## src/rtl/id_stage.sv

```systemverilog
// Decode stage of the LA32R 5-stage pipeline: holds one instruction, reads operands,
// resolves branches/jumps in ID and hands {pc, inst, operands, link, dest} to EX.
module id_stage (
   input  logic                clk,
   input  logic                resetn,
   input  logic                fs_to_ds_valid,
   input  logic [63:0]         fs_to_ds_bus,
   output logic                ds_allowin,
   output logic [33:0]         br_bus,
   input  logic                hazard_stall,
   output logic [4:0]          rf_raddr1,
   output logic [4:0]          rf_raddr2,
   input  logic [31:0]         rf_rdata1,
   input  logic [31:0]         rf_rdata2,
   input  logic                es_allowin,
   output logic                ds_to_es_valid,
   output logic [133:0]        ds_to_es_bus
);

   localparam int unsigned FS_BUS_W = 64;
   localparam int unsigned ES_BUS_W = 134;
   localparam int unsigned BR_BUS_W = 34;

   localparam logic [5:0] OP_JIRL = 6'h13;
   localparam logic [5:0] OP_B    = 6'h14;
   localparam logic [5:0] OP_BL   = 6'h15;
   localparam logic [5:0] OP_BEQ  = 6'h16;
   localparam logic [5:0] OP_BNE  = 6'h17;
   localparam logic [5:0] OP_BLT  = 6'h18;
   localparam logic [5:0] OP_BGE  = 6'h19;
   localparam logic [5:0] OP_BLTU = 6'h1a;
   localparam logic [5:0] OP_BGEU = 6'h1b;

   typedef struct packed {
      logic [31:0] pc;
      logic [31:0] inst;
      logic [31:0] rj_value;
      logic [31:0] rkd_value;
      logic        link;
      logic [4:0]  dest;
   } es_bus_t;

   typedef struct packed {
      logic        stall;
      logic        taken;
      logic [31:0] target;
   } br_bus_t;

   logic        r_ds_valid;
   logic [31:0] r_ds_pc;
   logic [31:0] r_ds_inst;

   logic [5:0]  w_op;
   logic [31:0] w_offs16;
   logic [31:0] w_offs26;
   logic        w_is_branch;
   logic        w_is_cmp;
   logic        w_cond;
   logic [31:0] w_target;
   logic        w_link;
   logic [4:0]  w_dest;
   logic        w_ready_go;
   logic        w_br_taken;
   es_bus_t     w_es_bus;
   br_bus_t     w_br_bus;

   // Pipeline register: a taken branch squashes whatever IF presents in the same cycle.
   always_ff @(posedge clk or negedge resetn) begin
      if (!resetn) begin
         r_ds_valid <= 1'b0;
         r_ds_pc    <= '0;
         r_ds_inst  <= '0;
      end else begin
         if (ds_allowin) begin
            r_ds_valid <= fs_to_ds_valid & ~w_br_taken;
         end
         if (fs_to_ds_valid && ds_allowin) begin
            r_ds_pc   <= fs_to_ds_bus[FS_BUS_W-1:32];
            r_ds_inst <= fs_to_ds_bus[31:0];
         end
      end
   end

   assign w_op     = r_ds_inst[31:26];
   assign w_offs16 = {{14{r_ds_inst[25]}}, r_ds_inst[25:10], 2'b00};
   assign w_offs26 = {{4{r_ds_inst[9]}}, r_ds_inst[9:0], r_ds_inst[25:10], 2'b00};

   // Branch decode, condition and target selection.
   always_comb begin
      w_is_branch = 1'b0;
      w_is_cmp    = 1'b0;
      w_cond      = 1'b0;
      w_target    = '0;
      w_link      = 1'b0;
      w_dest      = r_ds_inst[4:0];
      unique case (w_op)
         OP_JIRL: begin
            w_is_branch = 1'b1;
            w_cond      = 1'b1;
            w_target    = rf_rdata1 + w_offs16;
            w_link      = 1'b1;
         end
         OP_B: begin
            w_is_branch = 1'b1;
            w_cond      = 1'b1;
            w_target    = r_ds_pc + w_offs26;
            w_dest      = 5'd0;
         end
         OP_BL: begin
            w_is_branch = 1'b1;
            w_cond      = 1'b1;
            w_target    = r_ds_pc + w_offs26;
            w_link      = 1'b1;
            w_dest      = 5'd1;
         end
         OP_BEQ, OP_BNE, OP_BLT, OP_BGE, OP_BLTU, OP_BGEU: begin
            w_is_branch = 1'b1;
            w_is_cmp    = 1'b1;
            w_target    = r_ds_pc + w_offs16;
            w_dest      = 5'd0;
            unique case (w_op)
               OP_BEQ:  w_cond = (rf_rdata1 == rf_rdata2);
               OP_BNE:  w_cond = (rf_rdata1 != rf_rdata2);
               OP_BLT:  w_cond = ($signed(rf_rdata1) <  $signed(rf_rdata2));
               OP_BGE:  w_cond = ($signed(rf_rdata1) >= $signed(rf_rdata2));
               OP_BLTU: w_cond = (rf_rdata1 <  rf_rdata2);
               default: w_cond = (rf_rdata1 >= rf_rdata2);
            endcase
         end
         default: begin
         end
      endcase
   end

   assign w_ready_go     = ~hazard_stall;
   assign ds_allowin     = ~r_ds_valid | (w_ready_go & es_allowin);
   assign ds_to_es_valid = r_ds_valid & w_ready_go;
   assign w_br_taken     = r_ds_valid & w_ready_go & es_allowin & w_is_branch & w_cond;

   assign w_br_bus.stall  = r_ds_valid & w_is_branch & hazard_stall;
   assign w_br_bus.taken  = w_br_taken;
   assign w_br_bus.target = w_br_taken ? w_target : 32'd0;
   assign br_bus          = BR_BUS_W'(w_br_bus);

   // Everything toward EX and the register file reads as zero while ID is empty.
   assign w_es_bus.pc        = r_ds_pc;
   assign w_es_bus.inst      = r_ds_inst;
   assign w_es_bus.rj_value  = rf_rdata1;
   assign w_es_bus.rkd_value = rf_rdata2;
   assign w_es_bus.link      = w_link;
   assign w_es_bus.dest      = w_dest;
   assign ds_to_es_bus       = r_ds_valid ? ES_BUS_W'(w_es_bus) : '0;

   assign rf_raddr1 = r_ds_valid ? r_ds_inst[9:5] : 5'd0;
   assign rf_raddr2 = !r_ds_valid ? 5'd0 : (w_is_cmp ? r_ds_inst[4:0] : r_ds_inst[14:10]);

endmodule

```

## config.mk

```make
export PLATFORM = sky130hd
export DESIGN_NAME = id_stage
export DESIGN_NICKNAME = d
export VERILOG_FILES = /design/src/rtl/id_stage.sv
export SDC_FILE = /design/constraint.sdc
export NUM_CORES = 1
export LEC_CHECK = 0
export ABC_AREA = 1
export CORE_UTILIZATION = 51
export CTS_CLUSTER_SIZE = 40
export DETAILED_ROUTE_END_ITERATION = 6
export PLACE_DENSITY = 0.86
export SYNTH_ARGS = -nofsm -noshare
export SYNTH_HDL_FRONTEND = slang
export SYNTH_SLANG_ARGS = --single-unit
```

## constraint.sdc

```tcl
create_clock -name clk -period 6.2 [get_ports clk]
set_input_delay 1.24 -clock clk [delete_from_list [all_inputs] [get_ports clk]]
set_output_delay 1.24 -clock clk [all_outputs]
set_load 0.01 [all_outputs]
```

==> results of run 1 <==
-- cells by family after synthesis --
family,synth area share [%]
multiplexers,7.473
AO/OA/AOI/OAI,15.18
buffers and inverters,14.11
adder cells (fa/ha/maj),13.96
XOR/XNOR,1.576
AND/OR/NAND/NOR,29.40
flip-flops,18.29
-- stage by stage --
| stage | worst slack [ps] | utilization, % |
|---|---|---|
| 6_report | 283.2 | 74.39 |
| 5_1_grt | 6.065 | 74.39 |
| 4_1_cts | 66.67 | 74.11 |
| 3_5_place_dp | 284.4 | 72.22 |
| 3_3_place_gp | 383.9 | 72.22 |
| 2_1_floorplan | 1503 | - |
-- path summary, 6_finish.rpt --
kind | end | slack, ps | cells past startpoint
max in group asynchronous | r_ds_valid | 4370 | 2
hold / removal | r_ds_pc[0] | 540 | 1
setup reg to reg | r_ds_pc[9] | 3380 | 4
setup / recovery | br_bus[28] | 280 | 19
hold reg to reg | r_ds_pc[0] | 540 | 1
min in group asynchronous | r_ds_pc[13] | 1080 | 2
-- registers in the layout (all words and copies together), names as in the netlist --
name and count:
r_ds_pc 32, r_ds_inst 32, r_ds_valid 1
-- power by group through the flow --
stage | registers, W | logic (W) | clock network, W
after floorplan | 0.000596 | 0.00146 | 0
after global placement | 0.000681 | 0.00221 | 0
after detailed placement | 0.000687 | 0.00224 | 0
after CTS | 0.000679 | 0.00226 | 0.000577
after global routing | 0.000696 | 0.00255 | 0.000588
final | 0.000692 | 0.00233 | 0.000579
-- cells in the final DEF (no fill, tap or decap), drive strengths merged, types with 12 or more instances in the layout --
master,instances
buf,14
a21o,12
clkdlybuf4s50,311
nand4,14
o21ai,75
nor3,15
inv,278
dfrtp,65
nand2,419
ha,96
nor2,129
nand3,47
mux2,59
a21oi,114
-- routing by layer --
layer  up-vias  track usage (%)  routed length (um)
li1       5162                -                   -
met3        80            8.088                3556
met4         0            12.36                1032
met2       573            62.52               15940
met1      4985            48.81               13810
met5         -                0                   0
-- area by class of cell --
| class | instances | area, um2 | area share, % |
|---|---|---|---|
| Clock buffer | 9 | 225.2 | 1.800 |
| Clock inverter | 6 | 92.59 | 0.7401 |
| Inverter | 278 | 1047 | 8.371 |
| Multi-Input combinational cell | 1058 | 6025 | 48.16 |
| Sequential cell | 65 | 1630 | 13.03 |
| Tap cell | 220 | 275.3 | 2.200 |
| Timing Repair Buffer | 325 | 3216 | 25.70 |
-- repair_timing --
item | CTS | global route
resized for setup | 0 | 5
setup endpoints to repair | 0 | 16
buffers inserted | 0 | 4
==> impl_metrics.py, run 1 <==
metrics = {
    "outcome": {
        "status": "finished clean",
    },
    "power_and_ir_drop": {
        "power_w": 0.003597,
        "powerDensity_nw_per_um2": 287.5,
        "p_int_w": 0.001837,
        "comb_power_share_pct": 64.7,
        "swShare_pct": 48.93,
        "p_leak_nw": 6.741,
        "power_frac_seq_pct": 19.2,
        "power_switching_w": 0.001760,
        "clkPwrFrac_pct": 16.1,
        "vdd_ir_drop_max_mv": 0.2065,
    },
    "route": {
        "drc": 0,
        "first_iter_violations": 815,
        "vias_per_cell": 5.507,
        "routedWlPerCell_um": 17.51,
        "drt_pass1_iterations": 6,
        "vias": 10800,
        "ant_nets": 0,
        "wl_um": 34340,
    },
    "sta": {
        "layout_min_cycle_time_ps": 5917,
        "finalHoldViolCount": 0,
        "fmax_mhz": 169.0,
        "whs_ps": 536.7,
        "fin_crit_sh_pct": 95.43,
        "slew_viol_final": 0,
        "fin_skew_ps": 10.35,
        "worst_pin_slew_ps": 956.2,
        "tns_ps": 0,
        "rsz0062_at_grt": "false",
        "slew_headroom_pct": 36.03,
        "setup_viol": 0,
    },
    "clocking": {
        "htreeDepth": 3,
        "cts.sinks": 65,
        "clk_path_buf_depth": 2,
        "path_clk_slew_ps": 60,
        "cts_tree": "done",
        "cts_hold_buf": 0,
        "clock-root-buffer": "clkbuf_16",
        "numCtsBuffers": 9,
        "clk_latency_ps": 350,
    },
    "final_layout": {
        "fin_area_um2": 12510,
        "final_cells": 1961,
        "nFillCells": 1364,
        "areaGrowthSynthToFinish_pct": 40.71,
        "layout-drive-gt1-share_pct": 6.318,
        "diodes": 0,
        "nets": 1968,
    },
    "worst_setup_path": {
        "cp-end-kind": "output port",
        "cpMostUsedCell": "nand2_1",
        "crit_buf_inv": 4,
        "worst-setup-path-type": "primary input to output port",
        "cp-start-kind": "primary input",
        "worstPathCellList": "clkdlybuf4s50_1, nand2_1, nand2_1, ha_1, fa_1, nand3_1, nand2_1, a21boi_0, o21ai_2, a21oi_2, inv_1, nand3_1, nand3_1, nand2_1, nand3_1, nand2_1, inv_1, nor2_1, clkdlybuf4s50_1",
        "critPathTopFamily": "buffers and inverters",
        "cp-startpoint": "rf_rdata1[2]",
        "slowest_delay_ps": 600,
        "r2r_start": "r_ds_valid",
        "crit_slowest_cell": "clkdlybuf4s50_1",
        "worstPathRequired_ps": 4960,
        "critPathMaxFanout": 3,
        "worstPathArrival_ps": 4680,
    },
    "global_routing": {
        "grt_pass1_wl_um": 52810,
        "antenna_found_initial": 0,
        "grt_max_degree": 76,
        "grt_pass1_vias": 10023,
        "gr-usage-all-layers_pct": 37.78,
        "overflow": 0,
    },
    "synthesis": {
        "synth.most_common_cell": "nand2_1",
        "avgSynthCellArea_um2": 6.157,
        "syn_inst": 1444,
        "async_flop_share_pct": 100.0,
        "synth_top_cell_by_area": "dfrtp_1",
        "ys_seq_area_share_pct": 18.29,
        "synth_seq_cells": 65,
        "synth_flop_cell": "dfrtp_1",
        "synth_area_leaders": "dfrtp_1 (18%), nand2_1 (18%), ha_1 (14%)",
        "syn-cell-area_um2": 8891,
        "syn_nets": 1675,
        "ys_top_cells_by_count": "nand2_1 (417), inv_1 (278), nor2_1 (129), a21oi_1 (114), ha_1 (96)",
        "ys_warn_count": 0,
        "synth_edf_count": 0,
        "synth_cell_type_count": 42,
        "synth.top_cell.area_share_pct": 18.29,
    },
    "floorplanning": {
        "dieArea_um2": 17970,
        "die_w_um": 134.0,
        "io_pins": 313,
        "die_h_um": 134.0,
        "initial_core_util_pct": 52.86,
        "core-area_um2": 16820,
        "num_rows": 47,
    },
    "flow_run": {
        "maxCapViolations": 0,
    },
    "placed_design": {
        "dp_cells": 1942,
        "dp_hpwl_um": 27380,
        "port_buffers": 312,
        "place_congestion": 0.9919,
        "post_dp_cell_area_um2": 12150,
    },
    "hold_path": {
        "worst_hold_startpoint": "r_ds_pc[0]",
        "worst_hold_path_type": "flop to flop",
    },
}
Note: power is estimated with default switching activity, not from simulation.
==> run 2, diff against run 1 <==
- SLEW_MARGIN: default -> 30
==> run 2 against run 1 <==
Sequential cell count is the same. Fmax grew 0.21%. Worst hold slack is essentially flat. Die area is the same.
==> impl_metrics.py, run 2 (synthesized netlist as in run 1, its figures left out) <==
metrics = {
    "outcome": {
        "status": "finished clean",
    },
    "sta": {
        "fin_skew_ps": 10.43,
        "worst_pin_slew_ps": 956.1,
        "slew_headroom_pct": 36.03,
        "layout_min_cycle_time_ps": 5904,
        "tns_ps": 0,
        "rsz0062_at_grt": "false",
        "slew_viol_final": 0,
        "finalWorstSetupSlack_ps": 295.6,
        "fin_crit_sh_pct": 95.23,
        "finalHoldViolCount": 0,
        "setup_viol": 0,
        "fmax_mhz": 169.4,
    },
    "floorplanning": {
        "io_pins": 313,
        "num_rows": 47,
        "dieArea_um2": 17970,
        "core-area_um2": 16820,
        "die_h_um": 134.0,
        "initial_core_util_pct": 52.86,
        "die_w_um": 134.0,
    },
    "clocking": {
        "clock-root-buffer": "clkbuf_16",
        "clk_latency_ps": 350,
        "numCtsBuffers": 9,
        "cts_tree": "done",
        "path_clk_slew_ps": 60,
        "cts_hold_buf": 0,
        "cts.sinks": 65,
        "htreeDepth": 3,
        "clk_path_buf_depth": 2,
    },
    "route": {
        "drc": 0,
        "first_iter_violations": 815,
        "ant_nets": 0,
        "vias": 10797,
        "vias_per_cell": 5.506,
        "wl_um": 34350,
        "routedWlPerCell_um": 17.52,
        "drt_pass1_iterations": 6,
    },
    "hold_path": {
        "worst_hold_startpoint": "r_ds_pc[0]",
        "worst_hold_path_type": "flop to flop",
        "worstHoldPathCells": 1,
        "min_to": "r_ds_pc[0]",
    },
    "power_and_ir_drop": {
        "vdd_ir_drop_max_mv": 0.2062,
        "clkPwrFrac_pct": 16.1,
        "swShare_pct": 48.92,
        "powerDensity_nw_per_um2": 287.4,
        "power_frac_seq_pct": 19.2,
        "p_int_w": 0.001837,
        "power_w": 0.003597,
        "p_leak_nw": 6.742,
        "power_switching_w": 0.001760,
        "comb_power_share_pct": 64.7,
    },
    "placed_design": {
        "detailedPlace.worstSlack_ps": 284.4,
        "port_buffers": 312,
        "place_congestion": 0.9919,
        "dp_hpwl_um": 27380,
        "dp_cells": 1942,
    },
    "worst_setup_path": {
        "critPathMaxFanout": 3,
        "worst-setup-path-type": "primary input to output port",
        "worstPathArrival_ps": 4660,
        "reg2reg_depth": 4,
        "r2r-end": "r_ds_pc[9]",
        "ff2ff_setup_slack_ps": 3380,
        "cp-end-kind": "output port",
        "cp-start-kind": "primary input",
        "worstPathRequired_ps": 4960,
        "r2r_start": "r_ds_valid",
    },
    "global_routing": {
        "grt_max_degree": 76,
        "overflow": 0,
        "grt_pass1_wl_um": 52810,
        "grt_pass1_vias": 10023,
        "antenna_found_initial": 0,
        "gr-usage-all-layers_pct": 37.78,
    },
    "flow_run": {
        "maxCapViolations": 0,
    },
    "final_layout": {
        "reg_top3": "r_ds_inst (32), r_ds_pc (32), r_ds_valid (1)",
        "final_common_cell": "nand2_1",
        "layout-drive-gt1-share_pct": 6.318,
        "fin_util_pct": 74.41,
        "diodes": 0,
        "final_cells": 1961,
        "nets": 1968,
        "areaGrowthSynthToFinish_pct": 40.75,
        "layout_common_cells": "nand2_1 (416), clkdlybuf4s50_1 (311), inv_1 (277)",
    },
}
[run 2: worst max-delay path by stage]
stage | start | endpoint | cells past startpoint
2_1_floorplan | r_ds_inst[31] | br_bus[28] | 24
6_report | rf_rdata1[2] | br_bus[28] | 19
5_1_grt | r_ds_inst[31] | br_bus[30] | 23
3_3_place_gp | rf_rdata1[2] | br_bus[28] | 19
3_5_place_dp | rf_rdata1[2] | br_bus[28] | 19
4_1_cts | r_ds_inst[31] | br_bus[23] | 21
[run 2: critical path, stage by stage]
cell             delay [ps]
clkdlybuf4s50_1         470
nand2_1                 140
nand2_1                  70
ha_1                    200
fa_1                    430
nand3_1                 110
nand2_1                  90
a21boi_0                350
o21ai_2                 150
a21oi_2                 220
inv_1                    60
nand3_1                  90
nand3_1                  80
nand2_1                  70
nand3_1                  60
nand2_1                  90
inv_1                    40
nor2_1                   80
clkdlybuf4s50_1         600
[run 2: repair_timing]
action	in CTS	in global routing
resized for setup	0	5
setup buffers	0	4
endpoints found under the setup margin	0	16
hold endpoints to repair	0	0
[run 2: cell type report]
cell class / instances / area [um2]
well taps: 220 / 275.3
clock buffers: 9 / 225.2
fillers: 1364 / 4304
inverters: 278 / 1047
clock inverters: 6 / 92.59
repair buffers: 325 / 3219
flip-flops and latches: 65 / 1630
multi-input cells: 1058 / 6025
[run 2: metal layers]
metal / vias to the layer above / part of all wire, % / track usage [%]
met3: 80 / 9.9 / 8.088
met1: 4990 / 41 / 48.81
met5: - / 0 / 0
met4: 0 / 3.0 / 12.36
li1: 5163 / - / -
met2: 564 / 46 / 62.52
[run 2: stage by stage]
step                      cell area, um2  hold slack (ps)
after floorplan                     8891            503.4
after global placement             12150            513.2
after detailed placement           12150            522.2
after CTS                          12460            535.2
after global routing               12510            545.6
final                              12510            536.7
[run 2: power groups by stage]
stage / combinational, W / clock (W) / sequential [W]
after floorplan: 0.00146 / 0 / 0.000596
after global placement: 0.00221 / 0 / 0.000681
after detailed placement: 0.00224 / 0 / 0.000687
after CTS: 0.00226 / 0.000577 / 0.000679
after global routing: 0.00255 / 0.000588 / 0.000696
final: 0.00233 / 0.000578 / 0.000692
==> run 3, diff against run 2 <==
- ABC_AREA: 1 -> default
- CORE_UTILIZATION: 51 -> 49
- PLACE_DENSITY: 0.86 -> 0.85
- SLEW_MARGIN: 30 -> 5
==> run 3 against run 2 <==
Synthesized cell count fell by 34%. Combinational power shrank 6%. Area after synthesis shrank 8.0%. Largest power group unchanged.
==> impl_metrics.py, run 3 <==
metrics = {
    "sta": {
        "fin_crit_sh_pct": 97.04,
        "fmax_mhz": 166.2,
        "finalWorstSetupSlack_ps": 183.7,
        "finalHoldViolCount": 0,
        "rsz0062_at_grt": "false",
        "worst_pin_slew_ps": 1139,
        "fin_skew_ps": 6.112,
        "setup_viol": 0,
        "tns_ps": 0,
        "slew_headroom_pct": 23.91,
        "slew_viol_final": 0,
        "layout_min_cycle_time_ps": 6016,
    },
    "worst_setup_path": {
        "worstPathArrival_ps": 4780,
        "crit_buf_inv": 5,
        "cp-start-kind": "primary input",
        "critPathTopFamily": "buffers and inverters",
        "reg2reg_depth": 14,
        "worstPathCellList": "clkdlybuf4s50_1, inv_1, ha_1, nand4_4, nor4_2, buf_4, nand4_2, and3_1, o21ai_1, a31o_2, o21ai_1, a31oi_2, o31ai_4, buf_12, nor2_1, clkdlybuf4s50_1",
        "worstPathRequired_ps": 4960,
        "critPathMaxFanout": 28,
        "cp-end-kind": "output port",
        "cp_num_cells": 16,
        "slowest_delay_ps": 570,
        "crit_slowest_cell": "clkdlybuf4s50_1",
        "worst-setup-path-type": "primary input to output port",
    },
    "synthesis": {
        "synth_mux_area_share_pct": 13.28,
        "synth_top_cell_by_area": "dfrtp_1",
        "avgSynthCellArea_um2": 8.561,
        "synth.top_cell.area_share_pct": 19.90,
        "ys_warn_count": 0,
        "synth_xor_area_share_pct": 5.142,
        "synth_edf_count": 0,
        "synth_flop_cell": "dfrtp_1",
        "synth_area_leaders": "dfrtp_1 (20%), ha_1 (15%), mux2_2 (13%)",
        "synthSimpleGateAreaFrac_pct": 21.98,
        "synth_adder_area_share_pct": 15.18,
        "async_flop_share_pct": 100.0,
        "synth_top_family_by_area": "simple AND/OR/NAND/NOR gates",
        "synth-compound-area-share_pct": 19.57,
        "ys_top_cells_by_count": "and2_1 (132), ha_1 (96), mux2_2 (92), dfrtp_1 (65), nor2_1 (56)",
        "synth.most_common_cell": "and2_1",
        "synth_seq_cells": 65,
        "syn-cell-area_um2": 8175,
        "ys_seq_area_share_pct": 19.90,
        "syn_nets": 1186,
        "synth_cell_type_count": 72,
        "syn_inst": 955,
    },
    "placed_design": {
        "dp_hpwl_um": 21370,
        "place_congestion": 0.9359,
        "port_buffers": 312,
        "detailedPlace.worstSlack_ps": -72.33,
    },
    "clocking": {
        "path_clk_slew_ps": 60,
        "numCtsBuffers": 9,
        "cts_hold_buf": 0,
        "cts_tree": "done",
        "htreeDepth": 3,
        "clk_latency_ps": 350,
        "clk_path_buf_depth": 2,
        "clock-root-buffer": "clkbuf_16",
        "cts.sinks": 65,
    },
    "global_routing": {
        "overflow": 0,
        "antenna_found_initial": 0,
        "grt_pass1_wl_um": 43710,
        "grt_pass1_vias": 8156,
        "gr-usage-all-layers_pct": 32.07,
        "grt_max_degree": 143,
    },
    "flow_run": {
        "maxCapViolations": 0,
    },
    "final_layout": {
        "diodes": 0,
        "reg_top3": "r_ds_inst (32), r_ds_pc (32), r_ds_valid (1)",
        "nFillCells": 1214,
        "layout_common_cells": "clkdlybuf4s50_1 (302), and2_1 (132), ha_1 (94)",
        "layout-drive-gt1-share_pct": 15.04,
        "nets": 1497,
        "areaGrowthSynthToFinish_pct": 47.32,
        "final_common_cell": "clkdlybuf4s50_1",
    },
    "route": {
        "vias": 8374,
        "routedWlPerCell_um": 18.65,
        "ant_nets": 0,
        "drt_pass1_iterations": 5,
        "wl_um": 27720,
        "first_iter_violations": 534,
        "vias_per_cell": 5.635,
        "drc": 0,
    },
    "floorplanning": {
        "die_w_um": 131.2,
        "die_h_um": 131.2,
        "num_rows": 46,
        "core-area_um2": 16060,
        "initial_core_util_pct": 50.91,
        "io_pins": 313,
        "dieArea_um2": 17200,
    },
    "hold_path": {
        "worst_hold_path_type": "flop to flop",
        "worstHoldPathCells": 1,
    },
    "power_and_ir_drop": {
        "powerDensity_nw_per_um2": 283.2,
        "vdd_ir_drop_max_mv": 0.1678,
        "p_leak_nw": 5.288,
    },
    "outcome": {
        "status": "finished clean",
    },
}
[run 3: cell types whose count changed after synthesis, sizes merged, moves of 31 or more]
| cell | before | now |
|---|---|---|
| and2 | 1 | 132 |
| a21oi | 114 | 58 |
| nand2 | 419 | 39 |
| nand3 | 47 | 16 |
| mux2 | 59 | 92 |
| nor2 | 129 | 63 |
| o21ai | 75 | 34 |
| inv | 278 | 52 |
[run 3: final cells by class]
class	count	area, um2	share of cell area (%)
flip-flops and latches	65	1630	13.54
inverters	52	195.2	1.621
multi-input cells	795	6228	51.71
well taps	216	270.3	2.244
clock inverters	5	80.08	0.6649
repair buffers	343	3401	28.24
clock buffers	10	239.0	1.984
[run 3: timing repair]
action                     in CTS  in global routing
setup endpoints to repair       2                 15
buffers inserted                3                  1
pin swaps                       1                  6
hold endpoints to repair        0                  0
resized for setup               2                 23
[run 3: power by group]
group | switching, W | internal (W) | leakage (nW) | total, W
Clock | 0.000213 | 0.000360 | 0.151 | 0.000573
Sequential | 0.000147 | 0.000513 | 0.760 | 0.000660
Combinational | 0.00108 | 0.00110 | 4.38 | 0.00218
Total | 0.00144 | 0.00198 | 5.29 | 0.00341
[run 3: logic make-up (layout without fill, tap and decap cells)]
| family | count (synthesis) | after routing |
|---|---|---|
| AOI/OAI and AO/OA | 228 | 228 |
| xor gates and xnor gates | 48 | 48 |
| adders and majority gates | 98 | 98 |
| buffers and inverters | 95 | 410 |
| DFF | 65 | 65 |
| muxes | 97 | 97 |
| and+or+nand+nor | 324 | 324 |
[run 3: path summary, 6_finish.rpt]
check,end,start,slack [ps]
min,r_ds_inst[31],r_ds_inst[31],530
max reg2reg,r_ds_valid,r_ds_inst[28],2980
max in group asynchronous,r_ds_valid,resetn,4520
min reg2reg,r_ds_inst[31],r_ds_inst[31],530
min in group asynchronous,r_ds_pc[24],resetn,1010
max,br_bus[15],rf_rdata2[30],180
[run 3: routing by layer]
layer | track usage [%] | routed length, um
met5 | 0 | 0
met1 | 40.70 | 11910
met3 | 8.025 | 2264
met4 | 10.13 | 711
met2 | 53.07 | 12830
[run 3: through the flow]
| stage | hold slack, ps | util [%] | total power, W | cell area [um2] | instances |
|---|---|---|---|---|---|
| 6_report | 532.2 | 75.00 | 0.003411 | 12040 | 1486 |
| 5_1_grt | 546.0 | 75.00 | 0.003633 | 12040 | 1486 |
| 4_1_cts | 525.2 | 74.50 | 0.003362 | 11960 | 1485 |
| 3_5_place_dp | 512.4 | 72.32 | 0.002757 | 11610 | 1467 |
| 3_3_place_gp | 515.1 | 72.32 | 0.002733 | 11610 | 1467 |
| 2_1_floorplan | 485.9 | - | 0.001998 | 8175 | 955 |
[run 3: worst register-to-register path: cells and delay by family, from the launching register on]
| family | cells | cell delay, ps |
|---|---|---|
| buffers and inverters | 4 | 670 |
| AO/OA/AOI/OAI | 6 | 770 |
| AND/OR/NAND/NOR | 4 | 1200 |
| flip-flops | 1 | 450 |
